## src/rtl/control_pipeline.sv

```systemverilog
// Control pipeline: EX/MEM/WB control-bundle registers with load-use stall,
// taken-branch flush, EX operand forwarding selects and a retire counter.
module control_pipeline (
  input  logic        clk,
  input  logic        rst_n,
  input  logic        id_valid,
  input  logic [4:0]  id_rd,
  input  logic [4:0]  id_rs1,
  input  logic [4:0]  id_rs2,
  input  logic        id_alu_src,
  input  logic        id_branch,
  input  logic        id_mem_read,
  input  logic        id_mem_write,
  input  logic        id_mem_to_reg,
  input  logic        id_reg_write,
  input  logic [1:0]  id_alu_op,
  input  logic        mem_zero,
  output logic        ex_alu_src,
  output logic [1:0]  ex_alu_op,
  output logic [4:0]  ex_rs1,
  output logic [4:0]  ex_rs2,
  output logic        mem_branch,
  output logic        mem_mem_read,
  output logic        mem_mem_write,
  output logic [4:0]  mem_rd,
  output logic        wb_mem_to_reg,
  output logic        wb_reg_write,
  output logic [4:0]  wb_rd,
  output logic        stall,
  output logic        flush,
  output logic [1:0]  forward_a,
  output logic [1:0]  forward_b,
  output logic [31:0] retire_count
);

  typedef struct packed {
    logic       valid;
    logic       alu_src;
    logic [1:0] alu_op;
    logic       branch;
    logic       mem_read;
    logic       mem_write;
    logic       mem_to_reg;
    logic       reg_write;
    logic [4:0] rd;
    logic [4:0] rs1;
    logic [4:0] rs2;
  } ex_stage_t;

  typedef struct packed {
    logic       valid;
    logic       branch;
    logic       mem_read;
    logic       mem_write;
    logic       mem_to_reg;
    logic       reg_write;
    logic [4:0] rd;
  } mem_stage_t;

  typedef struct packed {
    logic       valid;
    logic       mem_to_reg;
    logic       reg_write;
    logic [4:0] rd;
  } wb_stage_t;

  localparam ex_stage_t  EX_BUBBLE  = ex_stage_t'({$bits(ex_stage_t){1'b0}});
  localparam mem_stage_t MEM_BUBBLE = mem_stage_t'({$bits(mem_stage_t){1'b0}});
  localparam wb_stage_t  WB_BUBBLE  = wb_stage_t'({$bits(wb_stage_t){1'b0}});

  ex_stage_t  ex_r, ex_next_s, id_bundle_s;
  mem_stage_t mem_r, mem_next_s, ex_to_mem_s;
  wb_stage_t  wb_r, wb_next_s;
  logic [31:0] retire_count_r;
  logic        stall_s, flush_s;
  logic [1:0]  forward_a_s, forward_b_s;

  // Operand source for one EX register index; MEM producer is younger, so it wins.
  function automatic logic [1:0] fwd_sel(input logic [4:0] rs, input logic ex_valid,
                                         input mem_stage_t m, input wb_stage_t w);
    logic [1:0] sel;
    if (!ex_valid) begin
      sel = 2'b00;
    end else if (m.valid && m.reg_write && (m.rd != 5'd0) && (m.rd == rs)) begin
      sel = 2'b10;
    end else if (w.valid && w.reg_write && (w.rd != 5'd0) && (w.rd == rs)) begin
      sel = 2'b01;
    end else begin
      sel = 2'b00;
    end
    return sel;
  endfunction

  // Capture the decode bundle; non-valid decode becomes a clean bubble and
  // mem_to_reg is masked so an unknown value without reg_write latches as 0.
  always_comb begin
    id_bundle_s = EX_BUBBLE;
    if (id_valid) begin
      id_bundle_s.valid      = 1'b1;
      id_bundle_s.alu_src    = id_alu_src;
      id_bundle_s.alu_op     = id_alu_op;
      id_bundle_s.branch     = id_branch;
      id_bundle_s.mem_read   = id_mem_read;
      id_bundle_s.mem_write  = id_mem_write;
      id_bundle_s.mem_to_reg = id_mem_to_reg & id_reg_write;
      id_bundle_s.reg_write  = id_reg_write;
      id_bundle_s.rd         = id_rd;
      id_bundle_s.rs1        = id_rs1;
      id_bundle_s.rs2        = id_rs2;
    end else begin
      id_bundle_s = EX_BUBBLE;
    end
  end

  // Hazard detection and forwarding selects from current stage contents.
  always_comb begin
    stall_s = id_valid & ex_r.valid & ex_r.mem_read & (ex_r.rd != 5'd0) &
              ((ex_r.rd == id_rs1) | (ex_r.rd == id_rs2));
    flush_s = mem_r.valid & mem_r.branch & mem_zero;
    forward_a_s = fwd_sel(ex_r.rs1, ex_r.valid, mem_r, wb_r);
    forward_b_s = fwd_sel(ex_r.rs2, ex_r.valid, mem_r, wb_r);
  end

  // Next stage contents: flush bubbles EX and MEM, stall bubbles EX only.
  always_comb begin
    ex_to_mem_s = '{valid: ex_r.valid, branch: ex_r.branch, mem_read: ex_r.mem_read,
                    mem_write: ex_r.mem_write, mem_to_reg: ex_r.mem_to_reg,
                    reg_write: ex_r.reg_write, rd: ex_r.rd};
    wb_next_s   = '{valid: mem_r.valid, mem_to_reg: mem_r.mem_to_reg,
                    reg_write: mem_r.reg_write, rd: mem_r.rd};
    ex_next_s   = EX_BUBBLE;
    mem_next_s  = MEM_BUBBLE;
    if (flush_s) begin
      ex_next_s  = EX_BUBBLE;
      mem_next_s = MEM_BUBBLE;
    end else if (stall_s) begin
      ex_next_s  = EX_BUBBLE;
      mem_next_s = ex_to_mem_s;
    end else begin
      ex_next_s  = id_bundle_s;
      mem_next_s = ex_to_mem_s;
    end
  end

  // Stage registers and retire counter; reset empties the pipe without credit.
  always_ff @(posedge clk or negedge rst_n) begin
    if (!rst_n) begin
      ex_r           <= EX_BUBBLE;
      mem_r          <= MEM_BUBBLE;
      wb_r           <= WB_BUBBLE;
      retire_count_r <= 32'd0;
    end else begin
      ex_r           <= ex_next_s;
      mem_r          <= mem_next_s;
      wb_r           <= wb_next_s;
      retire_count_r <= retire_count_r + {31'd0, wb_r.valid};
    end
  end

  assign ex_alu_src    = ex_r.alu_src;
  assign ex_alu_op     = ex_r.alu_op;
  assign ex_rs1        = ex_r.rs1;
  assign ex_rs2        = ex_r.rs2;
  assign mem_branch    = mem_r.branch;
  assign mem_mem_read  = mem_r.mem_read;
  assign mem_mem_write = mem_r.mem_write;
  assign mem_rd        = mem_r.rd;
  assign wb_mem_to_reg = wb_r.mem_to_reg;
  assign wb_reg_write  = wb_r.reg_write;
  assign wb_rd         = wb_r.rd;
  assign stall         = stall_s;
  assign flush         = flush_s;
  assign forward_a     = forward_a_s;
  assign forward_b     = forward_b_s;
  assign retire_count  = retire_count_r;

endmodule

```

## config.mk

```make
export PLATFORM = sky130hd
export DESIGN_NAME = control_pipeline
export DESIGN_NICKNAME = d
export VERILOG_FILES = /design/src/rtl/control_pipeline.sv
export SDC_FILE = /design/constraint.sdc
export NUM_CORES = 1
export LEC_CHECK = 0
export BUFFER_PORTS_ARGS = -buffer_cell sky130_fd_sc_hd__buf_2
export CAP_MARGIN = 20
export CORE_ASPECT_RATIO = 2
export CORE_MARGIN = 4
export CORE_UTILIZATION = 56
export DETAILED_ROUTE_END_ITERATION = 16
export MAX_ROUTING_LAYER = met4
export PLACE_DENSITY = 0.85
export SYNTH_ARGS = -nofsm -noshare
export SYNTH_HDL_FRONTEND = slang
export SYNTH_SLANG_ARGS = --single-unit
```

## constraint.sdc

```tcl
create_clock -name clk -period 2.9 [get_ports clk]
set_clock_uncertainty 0.15 [all_clocks]
set_input_delay 0.29 -clock clk [delete_from_list [all_inputs] [get_ports clk]]
set_output_delay 0.29 -clock clk [all_outputs]
set_load 0.1 [all_outputs]
```

==> results of run 1 <==
-- final timing paths --
check | from | to | slack, ps | cells after the start
worst max-delay path | mem_rd[1] | forward_b[0] | 130 | 5
worst min-delay path | id_rd[4] | ex_r[14] | 8 | 2
worst max register to register | wb_r[7] | retire_count[22] | 720 | 7
worst min register to register | mem_r[6] | wb_mem_to_reg | 200 | 0
max in group asynchronous | rst_n | mem_mem_write | 1550 | 2
min in group asynchronous | rst_n | retire_count[7] | 480 | 2
-- power by group through the flow --
stage	sequential [mW]	clock (mW)	combinational, mW
2_1_floorplan	1.57	0	0.298
3_3_place_gp	1.23	0	0.766
3_5_place_dp	1.24	0	0.775
4_1_cts	1.22	1.02	0.779
5_1_grt	1.23	1.08	0.808
6_report	1.22	1.00	0.772
-- cells by family (layout without fill, tap and decap cells) --
kind of cell / count (synthesis) / after routing / share of synthesized area, %
AO/OA/AOI/OAI: 5 / 5 / 0.989
XOR/XNOR: 60 / 60 / 16.0
adder cells (fa/ha/maj): 2 / 2 / 0.760
buffers and inverters: 28 / 116 / 5.70
flip-flops: 75 / 75 / 57.0
AND/OR/NAND/NOR: 110 / 110 / 19.5
-- routing by layer --
| layer | GRT usage [%] | part of all wire [%] | vias to the layer above |
|---|---|---|---|
| li1 | - | - | 1073 |
| met1 | 20.5 | 34 | 1120 |
| met2 | 34.3 | 55 | 100 |
| met3 | 5.00 | 7.1 | 26 |
| met4 | 15.5 | 3.7 | 0 |
| met5 | - | 0 | - |
-- cells in the mapped netlist, drive strengths merged --
cell and n:
buf 22, dfrtp 75, nor4 5, o2111ai 1
ha 2, xnor2 43, and3 4, clkbuf 3
nand2 13, a21oi 2, xor2 17, or4 4
and2 37, o22ai 1, nor3 5, o211ai 1
nand3 20, nor2 9, or2 1, or3 1
nand4 10, inv 3, nand2b 1
-- area by class of cell --
cell class / instances / area share [%]
Sequential cell: 75 / 47.0
Multi-Input combinational cell: 177 / 31.2
Timing Repair Buffer: 97 / 12.8
Clock buffer: 12 / 6.17
Tap cell: 61 / 1.91
Clock inverter: 4 / 0.658
Inverter: 3 / 0.282
-- stage by stage --
step	TNS (ps)	total power [mW]	cell area, µm²
after global routing	0	3.11	3990
after detailed placement	0	2.01	3680
after floorplan	-387	1.87	3310
after CTS	0	3.02	3980
after global placement	0	1.99	3680
final	0	2.99	3990
-- worst max-delay path: cells and delay by family, from the launching register on --
kind            cells  cell delay (ps)
flops               1              430
simple gates        3              870
buf+inv             1              450
compound gates      1              240
-- what timing repair did --
| action | CTS | global route |
|---|---|---|
| hold endpoints to repair | 77 | 1 |
| hold buffers | 3 | 1 |
| buffers inserted | 0 | 0 |
==> flow_metrics.py, run 1 <==
metrics = {
    "clock_network": {
        "cts_max_path_buffers": 2,
        "cts_root_buffer": "clkbuf_16",
        "post_cts_resized": 0,
        "tritoncts": "done",
        "cts-buffers-inserted": 9,
        "clkSlewWorstSetupHoldPaths_ps": 60,
        "cts.sinks": 75,
        "cts_max_level": 3,
        "clkLatencyLatePin_ps": 340,
    },
    "setup_path": {
        "path_cells": "or4_1 > o211ai_1 > nor4_1 > nor3_2 > buf_2",
        "crit_type": "reg -> out",
        "cp_slowest_cell": "or4_1",
        "required_ps": 2460,
        "cp-end-kind": "output pin",
        "crit_path_start_kind": "flip-flop",
        "crit_path_max_fanout": 5,
        "crit_arrival_ps": 2330,
        "critPathMaxStageDelay_ps": 540,
    },
    "cells_and_area": {
        "multiInputGateArea_mm2": 0.00125,
        "utilization_pct": 70.0,
        "finalNonFillerCells": 429,
        "mostFrequentLayoutCell": "buf_2",
        "fillers": 433,
        "seqCellArea_mm2": 0.00188,
        "mostFrequentLayoutCells": "buf_2, dfrtp_1, xnor2_1",
        "largest_reg_flops": 32,
        "fin_nets": 392,
        "syn_to_final_growth_pct": 21.4,
        "antenna_cells": 0,
        "drive_gt1_share_pct": 31.5,
    },
    "placement": {
        "dpl.cell_count": 409,
        "dpl.hpwl_mm": 5.12,
        "port_buffers": 92,
        "gp_congestion": 0.859,
        "place_ws_ps": 460,
    },
    "routing": {
        "routed_wl_mm": 6.73,
        "ant_nets": 0,
        "viasPerCell": 5.41,
        "drt-initial-drc-count": 186,
        "wl_per_cell_um": 15.7,
        "dr_total_vias": 2319,
        "drc": 0,
        "first_pass_iters": 4,
    },
    "sta": {
        "fin_ws_ps": 134,
        "setup_violations": 0,
        "clock.fmax_mhz": 362,
        "maxSlewViolCount": 0,
        "rsz0062_at_grt": "false",
        "worst_slew_pin_slew_ps": 898,
        "finalCritPeriodShare_pct": 95.4,
        "period_needed_ps": 2770,
        "finalHoldViolCount": 0,
        "slew_headroom_pct": 40.2,
        "hold_ws_ps": 7.64,
    },
    "floorplanning": {
        "boundaryPins": 93,
        "die_y_um": 116,
        "core_area_mm2": 0.00571,
        "design.die.area_mm2": 0.00724,
        "start_util_pct": 57.6,
        "die_w_um": 62.2,
        "fp-row-count": 39,
    },
    "grt": {
        "grt_pass1_wl_mm": 11.0,
        "antenna_found_initial": 0,
        "grt_max_degree": 76,
        "grt_use_total_pct": 20.6,
        "grt_pass1_vias": 2388,
        "overflow": 0,
    },
    "yosys": {
        "yosys.cell_types.count": 27,
        "ys_seq_area_share_pct": 57.0,
        "yosys_warnings": 0,
        "netlist_area_mm2": 0.00329,
        "synth.avg_cell_area_um2": 11.8,
        "synth.top_cell.area_share_pct": 57.0,
        "synth_area_leader_cell": "dfrtp_1",
        "ys_seq_elements": 75,
        "syn_nets": 309,
        "synth_cells": 280,
        "yosys-top-cells-area": "dfrtp_1, xnor2_1, and2_1",
    },
    "pwr": {
        "pwr-share-comb_pct": 25.8,
        "power.density_mw_per_mm2": 749,
        "clockPowerShare_pct": 33.5,
        "p_sw_mw": 1.12,
        "p_seq_share_pct": 40.7,
        "power.internal_mw": 1.87,
        "swShare_pct": 37.6,
        "p_leak_nw": 2.03,
        "peakVddDrop_uv": 1200,
    },
    "job": {
        "cap_violations": 0,
    },
    "status": {
        "outcome": "complete, no violations",
    },
    "hold_path": {
        "hp-class": "in -> reg",
    },
}
Note: power is estimated with default switching activity, not from simulation.
==> inputs of run 2 (changes only) <==
- CORE_ASPECT_RATIO: 2 -> 0.5
==> flow_metrics.py, run 2 (synthesis gave the netlist of run 1 again) <==
metrics = {
    "cells_and_area": {
        "fin_nets": 396,
        "mostFrequentLayoutCells": "buf_2, dfrtp_1, xnor2_1",
        "mostFrequentLayoutCell": "buf_2",
        "antenna_cells": 0,
        "drive_gt1_share_pct": 32.3,
        "largest_reg_flops": 32,
        "syn_to_final_growth_pct": 26.0,
    },
    "floorplanning": {
        "die_w_um": 116,
        "design.die.area_mm2": 0.00724,
        "start_util_pct": 58.9,
        "fp-row-count": 19,
        "boundaryPins": 93,
        "die_y_um": 62.2,
        "core_area_mm2": 0.00559,
    },
    "pwr": {
        "swShare_pct": 34.3,
        "power.internal_mw": 2.16,
        "p_leak_nw": 2.09,
        "peakVddDrop_uv": 679,
        "p_sw_mw": 1.13,
        "power_mw": 3.29,
        "power.density_mw_per_mm2": 794,
        "p_seq_share_pct": 36.9,
        "clockPowerShare_pct": 39.6,
        "pwr-share-comb_pct": 23.5,
    },
    "hold_path": {
        "hp-class": "in -> reg",
    },
    "routing": {
        "drc": 0,
        "wl_per_cell_um": 14.6,
        "viasPerCell": 5.10,
        "drt-initial-drc-count": 178,
        "routed_wl_mm": 6.48,
        "first_pass_iters": 4,
        "ant_nets": 0,
        "dr_total_vias": 2268,
    },
    "grt": {
        "grt_pass1_wl_mm": 11.2,
        "grt_pass1_vias": 2280,
        "grt_use_total_pct": 20.7,
        "antenna_found_initial": 0,
        "grt_max_degree": 76,
        "overflow": 0,
    },
    "setup_path": {
        "path_buf_inv": 1,
        "crit_path_start_kind": "flip-flop",
        "cp-end-kind": "output pin",
        "crit_family": "simple AND/OR/NAND/NOR gates",
        "crit_type": "reg -> out",
        "critPathMaxStageDelay_ps": 550,
        "crit_path_max_fanout": 5,
        "crit_arrival_ps": 2250,
        "cp_slowest_cell": "or4_1",
        "required_ps": 2460,
        "path_cells": "or4_1 > o211ai_1 > nor4_1 > nor3_2 > clkbuf_4",
    },
    "sta": {
        "rsz0062_at_grt": "false",
        "maxSlewViolCount": 0,
        "timing.setup.tns_ps": 0,
        "worst_slew_pin_slew_ps": 900,
        "slew_headroom_pct": 40.0,
        "finalHoldViolCount": 0,
        "clock.fmax_mhz": 372,
        "period_needed_ps": 2690,
        "setup_violations": 0,
        "finalCritPeriodShare_pct": 92.8,
    },
    "clock_network": {
        "cts.sinks": 75,
        "clkSlewWorstSetupHoldPaths_ps": 60,
        "cts_max_path_buffers": 2,
        "cts-buffers-inserted": 9,
        "cts_root_buffer": "clkbuf_16",
        "cts_setup_buffers": 0,
        "cts_max_level": 3,
        "tritoncts": "done",
        "clkLatencyLatePin_ps": 330,
    },
    "placement": {
        "dpl.hpwl_mm": 4.78,
        "port_buffers": 92,
        "gp_congestion": 0.826,
    },
    "status": {
        "outcome": "complete, no violations",
    },
    "job": {
        "cap_violations": 0,
    },
}
## run 2: cell count changes in the layout (fill, tap and decap cells not counted), sizes merged
cell / delta
bufinv: +3
inv: +1
clkinvlp: -1
clkbuf: +1
clkinv: -2
dlygate4sd3: +3
buf: -1
## run 2: power by group through the flow
stage	Sequential, mW	Clock [mW]	Combinational, mW
after detailed placement	1.23	0	0.773
after floorplan	1.57	0	0.298
after CTS	1.21	1.33	0.780
final	1.21	1.30	0.775
after global routing	1.23	1.39	0.814
after global placement	1.23	0	0.764
## run 2: worst paths after layout
kind,start,end,slack (ps),cells past startpoint
max,mem_rd[1],forward_b[0],210,5
min,id_alu_op[0],ex_alu_op[0],20,2
max reg2reg,wb_r[7],retire_count[22],790,7
min reg2reg,mem_r[6],wb_mem_to_reg,220,0
max in group asynchronous,rst_n,retire_count[21],1530,2
min in group asynchronous,rst_n,ex_alu_src,470,2
## run 2: stage by stage
| step | utilization [%] | area (µm²) | setup slack [ps] | hold slack [ps] | cells |
|---|---|---|---|---|---|
| 2_1_floorplan | - | 3310 | -387 | -156 | 280 |
| 3_3_place_gp | 66.3 | 3700 | 538 | 182 | 422 |
| 3_5_place_dp | 66.3 | 3700 | 482 | 195 | 422 |
| 4_1_cts | 73.8 | 4120 | 103 | 1.06 | 444 |
| 5_1_grt | 74.2 | 4150 | 60.9 | 2.73 | 445 |
| 6_report | 74.2 | 4150 | 209 | 15.3 | 445 |
## run 2: what timing repair did
item                                    CTS  global route
endpoints found under the setup margin    0             2
resized for setup                         0             3
endpoints found under the hold margin    80             1
hold buffers                              6             1
## run 2: metal layers
layer,global-route usage [%],wire (µm)
met1,23.1,2610
met2,34.4,3430
met3,7.37,353
met4,7.38,90
met5,-,0
## run 2: cell type report
cell class              count  area [µm²]
flip-flops and latches     75        1880
repair buffers            101         553
clock inverters             5         108
multi-input cells         177        1250
inverters                   3        11.3
well taps                  73        91.3
fillers                   377        1440
clock buffers              11         253
